$ cat src/rtl/rack_jtag_pkg.sv
// Shared definitions for the rack JTAG master: opcodes, FSM states,
// fixed TAP-reset pattern and chain-select length.
package rack_jtag_pkg;

  localparam logic [1:0] OP_SHIFT  = 2'd0;
  localparam logic [1:0] OP_SELECT = 2'd1;
  localparam logic [1:0] OP_TAPRST = 2'd2;

  typedef enum logic [2:0] {
    IDLE,
    LOW,
    HIGH,
    GUARD,
    RSP
  } state_t;

  // Bit 0 goes out first: five ones reach Test-Logic-Reset, the final zero
  // parks the TAP in Run-Test/Idle.
  localparam logic [5:0] TAPRST_TMS = 6'b011111;
  localparam int         TAPRST_LEN = 6;
  localparam int         SELECT_LEN = 8;

  // Reverse a byte so an LSB-first shifter can emit it MSB first.
  function automatic logic [7:0] bit_reverse8(input logic [7:0] v);
    logic [7:0] r;
    for (int i = 0; i < 8; i++) begin
      r[i] = v[7-i];
    end
    return r;
  endfunction

endpackage

$ cat src/rtl/rack_jtag_tck_gen.sv
// TTCK phase timer: counts CLKDIV system clocks per TTCK half-period and
// strobes phase_done on the last cycle of each phase. Held at zero while
// restart is high so every command starts with a full-length first phase.
module rack_jtag_tck_gen #(
  parameter int CLKDIV = 4
) (
  input  logic CLK,
  input  logic RST,
  input  logic restart,
  output logic phase_done
);

  logic [7:0] cnt_reg;

  assign phase_done = (cnt_reg == 8'(CLKDIV - 1));

  // Free-running phase counter, wrapping at CLKDIV.
  always_ff @(posedge CLK or posedge RST) begin
    if (RST) begin
      cnt_reg <= '0;
    end else if (restart || phase_done) begin
      cnt_reg <= '0;
    end else begin
      cnt_reg <= cnt_reg + 8'd1;
    end
  end

endmodule

$ cat src/rtl/rack_jtag_master.sv
// Command-driven JTAG engine driving the rack JTAG mux (TTCK/TTMS/TTDI/
// TCTRL_B) and capturing TTDO. Commands: SHIFT, SELECT (load mux chain
// register with TCTRL_B low), TAPRST.
// Optional build macro: RACK_JTAG_TDO_SYNC_EN adds a 2-flop TTDO
// synchronizer and moves capture to the last cycle of each HIGH phase.
module rack_jtag_master
  import rack_jtag_pkg::*;
#(
  parameter int CLKDIV = 4
) (
  input  logic        CLK,
  input  logic        RST,
  input  logic        cmd_valid,
  output logic        cmd_ready,
  input  logic [1:0]  cmd_op,
  input  logic [4:0]  cmd_len,
  input  logic [31:0] cmd_tms,
  input  logic [31:0] cmd_tdi,
  output logic        rsp_valid,
  input  logic        rsp_ready,
  output logic [31:0] rsp_tdo,
  output logic        TTCK,
  output logic        TTMS,
  output logic        TTDI,
  output logic        TCTRL_B,
  input  logic        TTDO
);

  if (CLKDIV < 1 || CLKDIV > 255) begin : g_bad_clkdiv
    $error("rack_jtag_master: CLKDIV must be in 1..255");
  end

  state_t      state_reg;
  logic        shift_reg;     // current command captures TDO
  logic        sel_reg;       // current command is a chain select
  logic [4:0]  last_bit_reg;  // index of the final bit
  logic [4:0]  bit_cnt_reg;
  // Bits still to be sent after the one currently on TTMS/TTDI.
  logic [30:0] tms_sr_reg;
  logic [30:0] tdi_sr_reg;
  logic [7:0]  sel_rev;
  logic        phase_done;
  logic        tck_restart;
  logic        tdo_capture;

  assign cmd_ready   = (state_reg == IDLE);
  assign tck_restart = (state_reg == IDLE) || (state_reg == RSP);
  assign sel_rev     = bit_reverse8(cmd_tdi[7:0]);

  rack_jtag_tck_gen #(
    .CLKDIV(CLKDIV)
  ) u_tck_gen (
    .CLK       (CLK),
    .RST       (RST),
    .restart   (tck_restart),
    .phase_done(phase_done)
  );

`ifdef RACK_JTAG_TDO_SYNC_EN
  if (CLKDIV < 3) begin : g_sync_clkdiv_check
    $error("rack_jtag_master: CLKDIV must be >= 3 with the TDO synchronizer");
  end

  logic [1:0] tdo_sync_reg;

  // Two-flop synchronizer for the asynchronous TTDO return path.
  always_ff @(posedge CLK or posedge RST) begin
    if (RST) begin
      tdo_sync_reg <= 2'b00;
    end else begin
      tdo_sync_reg <= {tdo_sync_reg[0], TTDO};
    end
  end

  assign tdo_capture = tdo_sync_reg[1];
`else
  assign tdo_capture = TTDO;
`endif

  // Command FSM: bit sequencing, pin drive, TDO capture and response.
  always_ff @(posedge CLK or posedge RST) begin
    if (RST) begin
      state_reg    <= IDLE;
      shift_reg    <= 1'b0;
      sel_reg      <= 1'b0;
      last_bit_reg <= '0;
      bit_cnt_reg  <= '0;
      tms_sr_reg   <= '0;
      tdi_sr_reg   <= '0;
      rsp_valid    <= 1'b0;
      rsp_tdo      <= '0;
      TTCK         <= 1'b0;
      TTMS         <= 1'b1;
      TTDI         <= 1'b0;
      TCTRL_B      <= 1'b1;
    end else begin
      case (state_reg)
        IDLE: begin
          if (cmd_valid) begin
            state_reg   <= LOW;
            rsp_tdo     <= '0;
            bit_cnt_reg <= '0;
            case (cmd_op)
              OP_SHIFT: begin
                shift_reg    <= 1'b1;
                sel_reg      <= 1'b0;
                last_bit_reg <= cmd_len;
                tms_sr_reg   <= cmd_tms[31:1];
                tdi_sr_reg   <= cmd_tdi[31:1];
                TTMS         <= cmd_tms[0];
                TTDI         <= cmd_tdi[0];
              end
              OP_SELECT: begin
                // TTMS is deliberately left untouched so the TAPs behind
                // the mux see no TMS change.
                shift_reg    <= 1'b0;
                sel_reg      <= 1'b1;
                last_bit_reg <= 5'(SELECT_LEN - 1);
                tms_sr_reg   <= '0;
                tdi_sr_reg   <= {24'b0, sel_rev[7:1]};
                TTDI         <= sel_rev[0];
                TCTRL_B      <= 1'b0;
              end
              default: begin
                // TAPRST and the reserved opcode.
                shift_reg    <= 1'b0;
                sel_reg      <= 1'b0;
                last_bit_reg <= 5'(TAPRST_LEN - 1);
                tms_sr_reg   <= {26'b0, TAPRST_TMS[5:1]};
                tdi_sr_reg   <= '0;
                TTMS         <= TAPRST_TMS[0];
                TTDI         <= 1'b0;
              end
            endcase
          end
        end

        LOW: begin
          if (phase_done) begin
            TTCK      <= 1'b1;
            state_reg <= HIGH;
`ifndef RACK_JTAG_TDO_SYNC_EN
            if (shift_reg) begin
              rsp_tdo[bit_cnt_reg] <= tdo_capture;
            end
`endif
          end
        end

        HIGH: begin
          if (phase_done) begin
`ifdef RACK_JTAG_TDO_SYNC_EN
            if (shift_reg) begin
              rsp_tdo[bit_cnt_reg] <= tdo_capture;
            end
`endif
            TTCK <= 1'b0;
            if (bit_cnt_reg == last_bit_reg) begin
              if (sel_reg) begin
                state_reg <= GUARD;
              end else begin
                state_reg <= RSP;
                rsp_valid <= 1'b1;
              end
            end else begin
              state_reg   <= LOW;
              bit_cnt_reg <= bit_cnt_reg + 5'd1;
              tms_sr_reg  <= {1'b0, tms_sr_reg[30:1]};
              tdi_sr_reg  <= {1'b0, tdi_sr_reg[30:1]};
              TTDI        <= tdi_sr_reg[0];
              if (!sel_reg) begin
                TTMS <= tms_sr_reg[0];
              end
            end
          end
        end

        GUARD: begin
          // Keep TCTRL_B low one extra half-period past the last falling edge.
          if (phase_done) begin
            TCTRL_B   <= 1'b1;
            rsp_valid <= 1'b1;
            state_reg <= RSP;
          end
        end

        RSP: begin
          if (rsp_ready) begin
            rsp_valid <= 1'b0;
            state_reg <= IDLE;
          end
        end

        default: begin
          state_reg <= IDLE;
        end
      endcase
    end
  end

endmodule

$ cat config.mk
export PLATFORM = sky130hd
export DESIGN_NAME = rack_jtag_master
export DESIGN_NICKNAME = d
export VERILOG_FILES = /design/src/rtl/rack_jtag_pkg.sv /design/src/rtl/rack_jtag_tck_gen.sv /design/src/rtl/rack_jtag_master.sv
export SDC_FILE = /design/constraint.sdc
export NUM_CORES = 1
export LEC_CHECK = 0
export CAP_MARGIN = 10
export CORE_MARGIN = 2
export CORE_UTILIZATION = 40
export CTS_BUF_LIST = sky130_fd_sc_hd__clkbuf_8 sky130_fd_sc_hd__clkbuf_16
export CTS_CLUSTER_SIZE = 8
export DETAILED_ROUTE_END_ITERATION = 6
export HOLD_SLACK_MARGIN = 0.1
export PLACE_DENSITY = 0.74
export SLEW_MARGIN = 0
export SYNTH_ARGS = -nofsm -noshare
export SYNTH_HDL_FRONTEND = slang
export SYNTH_SLANG_ARGS = --single-unit
$ cat constraint.sdc
create_clock -name CLK -period 8.1 [get_ports CLK]
set_input_delay 1.215 -clock CLK [delete_from_list [all_inputs] [get_ports CLK]]
set_output_delay 1.215 -clock CLK [all_outputs]
set_load 0.05 [all_outputs]
# After elaboration in Yosys (flattened, before gate mapping)
# Index checks and enable logic that the tools add are counted.
# Widths: inputs -> output; s select.
# totals
regBits	122
latchBits	0
mem_bits_rw	0
mem_bits_ro	0
inputBits	76
out_inout_bits	38
word_cells	109
memories	0
# op_classes
add_sub_neg	2
multipliers	0
div	0
magnitude_cmp	2
eq_ne	18
shifts	0
n_mux	55
bitwise_logic	0
n_reduce_logical	18
# op_table
cell	count
$pmux 31 s2	4
$mux 31	6
$mux 32	3
$pmux 32 s2	1
$bwmux 32	1
$mux 3	7
$pmux 5 s2	2
$mux 1	18
$mux 5	3
$pmux 3 s5	1
$ne 2x2->1 const B	7
$pmux 1 s2	6
$reduce_and 4->1	3
$reduce_and 6->1	2
$add 8x1->8 const B	1
$eq 8x2->1 const B	1
$mux 8	1
$ne 2x1->1 const B	4
$reduce_bool 2->1	4
$eq 3x2->1 const B	2
$lt 5x6->1 const B	1
$add 5x1->5 const B	1
$demux 1 s5	1
$eq 5x5->1	1
other kinds (13)	14

# Depth between registers and ports, before layout
# Gate-level depths: netlist (run 1).
# depth
word_depth	8
ltp_mapped	6
mapped_depth_nobuf	6

# Hierarchy
# From an unflattened synthesis (run 1), not the netlist that was laid out.
# hier_totals
cells_unflattened	698
hier_area_um2	6044.5
# by_module_without_submodules
mod	instances	cells_each	area_per_inst_um2
rack_jtag_master	1	659	5637.9
rack_jtag_tck_gen	1	39	406.6

# Least setup slack after synthesis (run 1)
# OpenSTA, ideal clock, no wires.
# synth_timing
path_type	register to output
start	register state_reg[1]
end	output cmd_ready
arrival_time_ns	1.768
required_time_ns	6.885
path_slack_ns	5.117
path_stages_with_launch	3
n_path_buf	1
cell_sequence	dfrtp_1 > clkbuf_1 > nor3_1
# synth_between
elab_chain_cells	1
# synth_lines
item	line_no	source
start, declared	rack_jtag_master.sv:33	state_t state_reg;
start signal, assigned	rack_jtag_master.sv:83	state_reg <= IDLE;
start signal, assigned	rack_jtag_master.sv:100	state_reg <= LOW;
start signal, assigned	rack_jtag_master.sv:141	state_reg <= HIGH;
$logic_not 3->1	rack_jtag_master.sv:46	assign cmd_ready = (state_reg == IDLE);
end, declared	rack_jtag_master.sv:14	output logic cmd_ready,
# Every way passes these cells.

# Final worst setup path (run 1)
# Same ends and word-level chain as after synthesis.

==> results of run 1 <==
==> metal layers <==
| metal | up-vias | wire, um |
|---|---|---|
| met1 | 2504 | 7075 |
| met5 | - | 0 |
| met3 | 14 | 881 |
| met4 | 0 | 184 |
| met2 | 153 | 6940 |
| li1 | 2535 | - |
==> area by class of cell <==
type | count | share of cell area (%)
clock buffers | 19 | 5.471
repair buffers | 120 | 14.30
multi-input cells | 490 | 37.13
inverters | 17 | 0.8010
flip-flops and latches | 122 | 36.90
well taps | 216 | 3.264
clock inverters | 13 | 2.131
==> metrics by stage <==
stage | power (mW) | util [%] | cells | instance area [um^2] | hold slack [ps]
after floorplan | 1.518 | - | 675 | 6399 | 454.9
after global placement | 1.706 | 48.51 | 965 | 7650 | 459.8
after detailed placement | 1.731 | 48.51 | 965 | 7650 | 466.9
after CTS | 2.545 | 52.50 | 997 | 8279 | 474.8
after global routing | 2.671 | 52.50 | 997 | 8279 | 498.2
final | 2.529 | 52.50 | 997 | 8279 | 470.9
==> cell usage after synthesis (6+ instances only) <==
cell and number:
nand2_1 159, dfrtp_1 120, nand3_1 69, mux2_2 59, clkbuf_1 37, nor2_1 29
mux2i_1 25, inv_1 17, o21ai_0 17, o211ai_1 14, o31ai_1 14, a21oi_1 11
nor3_1 9, xnor2_1 7, buf_6 6, nand4_1 6, or3_1 6
==> worst max-delay path by stage <==
stage | end | cells after the start | from | slack [ps]
2_1_floorplan | TTCK | 1 | RST | 3650
3_3_place_gp | tms_sr_reg[13] | 6 | cmd_valid | 4470
3_5_place_dp | tms_sr_reg[8] | 6 | cmd_valid | 4450
4_1_cts | cmd_ready | 2 | state_reg[0] | 4630
5_1_grt | cmd_ready | 2 | state_reg[0] | 4530
6_report | cmd_ready | 2 | state_reg[1] | 4650
==> critical path, cell delays in order, from the launching register on <==
cell and delay (ps):
dfrtp_1 550, nor3_1 390, clkdlybuf4s50_1 870
==> where the power goes <==
part	leakage (nW)	switching, mW	internal [mW]	total [mW]
Sequential	1.61	0.147	0.800	0.947
Clock	0.315	0.275	0.528	0.803
Combinational	1.85	0.447	0.332	0.779
==> logic make-up (layout without fill, tap and decap cells) <==
kind of cell    Yosys count  in the layout  share of synthesized area (%)
simple gates            311            311                          22.15
flops                   122            122                          47.75
mux                      87             87                          14.82
compound gates           76             76                          8.389
buf+inv                  63            169                          4.400
xor+xnor                 11             11                          1.506
fa+ha+maj                 5              5                         0.9777
==> run_results.csv, run 1 <==
group,metric,value,unit
run_status,status,"finished clean",
setup_path,rr_endpoint,"tms_sr_reg[1]",
synth,syn-instance-count,675,
global_routing,gr-usage-met2,29.13,%
cts,clockRootBuffer,"clkbuf_16",
setup_path,critPathCaptureType,"output port",
cts,cts.repair.resized,0,
sta,timing_hold_violations_final,0,
cts,clock_latency,420,ps
global_routing,global_route.usage.met1,25.39,%
cts,post_cts_buffers,0,
cts,cts_tree,"yes",
finish,num-nets-final,849,
synth,syn_nets,756,
sta,skew,7.309,ps
drt,wl_per_cell,15.13,um
placed_design,place_hpwl,9656,um
drt,dr.first_iter.drc_count,382,
setup_path,critPathMaxFanout,17,
sta,min_period,3447,ps
drt,ant_nets,0,
floorplanning,pin_count,114,
floorplanning,initial_core_util,40.57,%
sta,timing.final.ws_setup,4653,ps
sta,rsz0062_at_grt,"no",
setup_path,r2r_slack,5220,ps
global_routing,overflow,0,
global_routing,grt_pass1_vias,5085,
drt,routed_via_density,5.222,
setup_path,start_kind,"flop",
run,drv_cap,0,
drt,num_vias,5206,
floorplanning,rows,46,
sta,worstMarginPinSlew,1162,ps
setup_path,worstReg2RegStart,"u_tck_gen.cnt_reg[0]",
synth,synth-seq-area-share,47.75,%
floorplanning,die_w,130.5,um
cts,cts_htree_levels,4,
cts,clkSinkCount,122,
min_path,min_path_type,"flop to flop",
global_routing,gr-usage-met3,5.008,%
floorplanning,core_area,15770,um^2
pwr,leakage,3.784,nW
synth,synth-main-ff-cell,"dfrtp_1",
setup_path,required,6880,ps
floorplanning,die_area,17020,um^2
global_routing,antenna_found_initial,0,
floorplanning,die_height,130.5,um
sta,slew_headroom,22.32,%
setup_path,reg2reg_depth,6,
cts,cts_buffers,17,
drt,first_pass_iters,5,
drt,routed_wl,15080,um
global_routing,top_usage_layer,"met2",
synth,synth_top_cell_area_share,46.93,%
synth,async_flop_share,100.0,%
min_path,worstHoldEndpoint,"TCTRL_B",
global_routing,grt_pass1_wl,25140,um
finish,fill_cells,1441,
cts,clk_transition_reported_paths,60,ps
synth,ys_types,47,
pwr,powerDensity,305.5,nW/um^2
synth,ys_top_cells_by_area,"dfrtp_1 47%, mux2_2 10%, nand2_1 9.3%",
min_path,min_from,"TCTRL_B",
finish,drive_gt1_share,13.96,%
sta,setup_tns,0,ps
finish,multi_input_area,3074,um^2
min_path,hold_depth,2,
drt,drcViolationCount,0,
finish,final_cell_mix,"159 x nand2_1, 120 x dfrtp_1, 113 x clkdlybuf4s50_1",
synth,synth_edf_count,0,
synth,synth_area,6399,um^2
finish,largest_reg_flops,32,
synth,ys_seq_elements,122,
placed_design,gp_congestion,0.8096,
sta,max_freq,290.1,MHz
sta,setup_violations,0,
finish,insertedDiodeCount,0,
finish,regArea,3055,um^2
synth,synth_area_per_cell,9.479,um^2
pwr,peakVddDrop,0.1617,mV
setup_path,crit_type,"flop to output port",
placed_design,port_buffers,113,
sta,slew_viol_final,0,
global_routing,grt_max_degree,76,
cts,cts_max_path_buffers,2,
global_routing,track_usage,18.63,%
cts,cts_hold_buf,0,
sta,period_share,42.56,%
synth,ys_warn_count,0,
finish,syn_to_final_growth,29.39,%
synth,synth_top_area_cell,"dfrtp_1",
placed_design,pre_cts_slack,4449,ps
finish,layout_commonest_cell,"nand2_1",
setup_path,cp_data_arrival_time,2230,ps
(Power assumes the default switching activity.)
==> inputs of run 2 (changes only) <==
- PLACE_DENSITY: 0.74 -> 0.77
- clock period: 8.1 -> 3.15 ns (I/O delays scaled with it)
==> run_results.csv, run 2 (synthesized netlist as in run 1, its figures left out) <==
group,metric,value,unit
drt,wl_per_cell,14.94,um
min_path,min_path_type,"flop to flop",
pwr,powerDensity,787.9,nW/um^2
setup_path,start_kind,"flop",
sta,slew_headroom,23.00,%
drt,first_pass_iters,5,
placed_design,place_hpwl,9836,um
pwr,switchingPower,2.230,mW
finish,multi_input_area,3074,um^2
run_status,status,"finished clean",
finish,fin_util,53.25,%
placed_design,gp_congestion,0.8088,
pwr,p_comb_share,31.6,%
setup_path,required,2680,ps
global_routing,track_usage,18.95,%
global_routing,top_usage_layer,"met2",
sta,min_period,2760,ps
drt,ant_nets,0,
cts,cts_hold_buf,0,
cts,clockRootBuffer,"clkbuf_16",
setup_path,cp_data_arrival_time,2290,ps
setup_path,path_delay_family,"buffers and inverters",
finish,insertedDiodeCount,0,
setup_path,critPathMaxFanout,17,
sta,timing_hold_violations_final,0,
global_routing,antenna_found_initial,0,
drt,dr.first_iter.drc_count,335,
sta,period_share,87.61,%
cts,clk_transition_reported_paths,50,ps
floorplanning,rows,46,
floorplanning,initial_core_util,40.57,%
global_routing,grt_pass1_wl,25160,um
cts,cts_tree,"yes",
pwr,power.total,6.617,mW
floorplanning,die_height,130.5,um
sta,setup_tns,0,ps
pwr,power_frac_seq,36.0,%
finish,fill_cells,1421,
global_routing,gr-usage-met2,30.21,%
setup_path,critPathBufInv,1,
finish,num-nets-final,855,
sta,rsz0062_at_grt,"no",
global_routing,global_route.usage.met1,24.82,%
setup_path,cp_slowest_cell,"clkdlybuf4s50_1",
setup_path,crit_chain,"nor3_1, clkdlybuf4s50_1",
setup_path,crit_type,"flop to output port",
pwr,p_clk_share,32.4,%
finish,regArea,3055,um^2
pwr,peakVddDrop,0.5496,mV
global_routing,grt_max_degree,123,
global_routing,grt_pass1_vias,5098,
cts,cts_htree_levels,4,
cts,cts_buffers,17,
finish,largest_reg_flops,32,
finish,drive_gt1_share,14.61,%
floorplanning,die_area,17020,um^2
drt,routed_via_density,5.214,
finish,final_cells,1003,
global_routing,gr-usage-met3,4.805,%
finish,final_cell_area,8398,um^2
finish,layout_commonest_cell,"nand2_1",
sta,setup_violations,0,
pwr,switching_share,33.70,%
sta,worstMarginPinSlew,1155,ps
cts,cts.repair.resized,0,
cts,clock_latency,430,ps
sta,slew_viol_final,0,
drt,drcViolationCount,0,
placed_design,dp_cells,971,
setup_path,critPathCaptureType,"output port",
pwr,internal-power,4.387,mW
run,drv_cap,0,
cts,post_cts_buffers,0,
floorplanning,pin_count,114,
setup_path,cp_slowest_stage_delay,880,ps
pwr,leakage,3.838,nW
placed_design,port_buffers,113,
drt,num_vias,5230,
placed_design,placed_cell_area,7746,um^2
drt,routed_wl,14980,um
floorplanning,core_area,15770,um^2
global_routing,overflow,0,
cts,clkSinkCount,122,
cts,cts_max_path_buffers,2,
floorplanning,die_w,130.5,um
finish,final_cell_mix,"159 x nand2_1, 120 x dfrtp_1, 113 x clkdlybuf4s50_1",
sta,max_freq,362.4,MHz
sta,skew,9.153,ps
finish,syn_to_final_growth,31.25,%
[run 2: tightest hold or removal path, stage by stage, from the launching register on]
cell and delay, ps:
dfstp_2 370, inv_1 50, a21oi_1 50
[run 2: layout make-up]
type	count	area share [%]
multi-input combinational	490	36.61
sequential	122	36.38
clock buffer	19	5.393
clock inverter	13	2.369
timing repair buffer	126	15.23
tap	216	3.218
inverter	17	0.8045
[run 2: metal layers]
layer | vias up | share of wire (%)
li1 | 2554 | -
met1 | 2470 | 44
met2 | 175 | 47
met3 | 31 | 6.2
met4 | 0 | 2.2
met5 | - | 0
[run 2: per-stage QoR]
| stage | hold WS, ps | worst slack, ps |
|---|---|---|
| after floorplan | 454.9 | 364.0 |
| after global placement | 458.2 | 571.5 |
| after detailed placement | 466.2 | 563.3 |
| after CTS | 474.5 | 418.5 |
| after global routing | 495.3 | 350.5 |
| final | 471.8 | 390.3 |
[run 2: final timing paths]
check | startpoint | end | slack (ps) | cells past startpoint
max | state_reg[1] | cmd_ready | 390 | 2
min | TCTRL_B | TCTRL_B | 470 | 2
max reg2reg | state_reg[1] | bit_cnt_reg[0] | 670 | 3
min reg2reg | TCTRL_B | TCTRL_B | 470 | 2
max in group asynchronous | RST | tdi_sr_reg[9] | 2010 | 3
min in group asynchronous | RST | tms_sr_reg[25] | 520 | 3
[run 2: power groups by stage]
stage,logic (mW),registers (mW),clock network (mW)
finish,2.09,2.38,2.14
global route,2.31,2.45,2.24
CTS,2.11,2.38,2.17
detailed placement,2.10,2.40,0
global placement,2.04,2.38,0
floorplan,1.37,2.53,0
==> inputs of run 3 (changes only) <==
- SETUP_SLACK_MARGIN: default -> 0.5
==> run_results.csv, run 3 (synthesized netlist as in run 1, its figures left out) <==
group,metric,value,unit
run_status,status,"finished clean",
finish,largest_reg_flops,32,
sta,slew_viol_final,0,
setup_path,critPathMaxFanout,13,
finish,insertedDiodeCount,0,
setup_path,cp_slowest_stage_delay,850,ps
finish,final_cell_mix,"159 x nand2_1, 120 x dfrtp_1, 113 x clkdlybuf4s50_1",
cts,clkSinkCount,122,
global_routing,overflow,0,
pwr,peakVddDrop,0.3955,mV
finish,final_cell_area,8421,um^2
drt,drcViolationCount,0,
run,drv_cap,0,
floorplanning,die_area,17020,um^2
sta,setup_violations,0,
global_routing,track_usage,18.42,%
placed_design,pre_cts_slack,562.2,ps
finish,drive_gt1_share,15.85,%
floorplanning,rows,46,
setup_path,required,2680,ps
cts,cts_tree,"yes",
finish,syn_to_final_growth,31.60,%
setup_path,crit_type,"flop to output port",
cts,clockRootBuffer,"clkbuf_16",
sta,period_share,81.89,%
drt,wl_per_cell,14.68,um
min_path,min_path_type,"flop to flop",
sta,setup_tns,0,ps
placed_design,placed_cell_area,7791,um^2
floorplanning,core_area,15770,um^2
finish,layout_commonest_cell,"nand2_1",
cts,cts_hold_buf,0,
cts,cts_max_path_buffers,2,
setup_path,cp_slowest_cell,"clkdlybuf4s50_1",
cts,clock_latency,420,ps
finish,regArea,3055,um^2
floorplanning,pin_count,114,
sta,max_freq,387.7,MHz
cts,cts.repair.resized,0,
sta,skew,7.678,ps
global_routing,grt_max_degree,123,
finish,num-nets-final,863,
pwr,leakage,3.848,nW
setup_path,critPathCaptureType,"output port",
placed_design,gp_congestion,0.8124,
setup_path,path_delay_family,"buffers and inverters",
placed_design,place_hpwl,9844,um
finish,fill_cells,1437,
finish,multi_input_area,3079,um^2
floorplanning,initial_core_util,40.57,%
sta,rsz0062_at_grt,"no",
drt,routed_via_density,5.193,
cts,cts_htree_levels,4,
sta,slew_headroom,35.93,%
pwr,power.total,6.547,mW
sta,timing_hold_violations_final,0,
drt,first_pass_iters,6,
sta,timing.final.ws_setup,570.5,ps
sta,whs,471.2,ps
sta,worstMarginPinSlew,956.8,ps
global_routing,grt_pass1_vias,5081,
floorplanning,die_height,130.5,um
cts,clk_transition_reported_paths,50,ps
drt,ant_nets,0,
drt,num_vias,5250,
sta,min_period,2579,ps
global_routing,grt_pass1_wl,24760,um
setup_path,cp_data_arrival_time,2110,ps
setup_path,critPathBufInv,2,
cts,cts_buffers,17,
global_routing,antenna_found_initial,1,
drt,routed_wl,14840,um
floorplanning,die_w,130.5,um
setup_path,crit_chain,"buf_4, nor3_2, clkdlybuf4s50_1",
placed_design,port_buffers,113,
setup_path,start_kind,"flop",
drt,dr.first_iter.drc_count,389,
pwr,powerDensity,777.5,nW/um^2
[run 3: worst min-delay path: cells and delay by family (launching register included)]
kind | cells | cell delay [ps]
DFF | 1 | 370
AOI/OAI and AO/OA | 1 | 50
buffers and inverters | 1 | 40
[run 3: cell type report]
cell class	count	share of cell area (%)
multi-input combinational	490	36.57
inverter	17	0.8024
clock buffer	21	5.706
clock inverter	11	1.679
timing repair buffer	134	15.75
sequential	122	36.29
tap	216	3.210
[run 3: layer usage]
| metal | vias up | wire length [um] | track usage (%) |
|---|---|---|---|
| li1 | 2572 | - | - |
| met1 | 2512 | 6652 | 24.37 |
| met2 | 145 | 7124 | 29.72 |
| met3 | 19 | 888 | 5.497 |
| met4 | 2 | 157 | 5.006 |
| met5 | - | 13 | 0 |
[run 3: path summary, 6_finish.rpt]
check	start	end	slack [ps]	cells after the start
worst min-delay path	TCTRL_B	TCTRL_B	470	2
worst max-delay path	state_reg[0]	cmd_ready	570	3
min in group asynchronous	RST	tms_sr_reg[25]	590	3
max in group asynchronous	RST	bit_cnt_reg[2]	2080	3
worst max register to register	u_tck_gen.cnt_reg[0]	tms_sr_reg[11]	670	6
worst min register to register	TCTRL_B	TCTRL_B	470	2
[run 3: repair_timing]
action,CTS,global route
buffers inserted,0,1
endpoints found under the setup margin,0,60
endpoints found under the hold margin,0,0
[run 3: metrics by stage]
step                      utilization [%]  instances
after floorplan                         -        675
after global routing                53.40       1011
after CTS                           53.35       1010
after detailed placement            49.41        978
final                               53.40       1011
after global placement              49.41        978
[run 3: where the power goes]
group / internal [mW] / switching, mW
combinational: 0.919 / 1.23
sequential: 2.06 / 0.304
clock: 1.32 / 0.709
total: 4.30 / 2.25
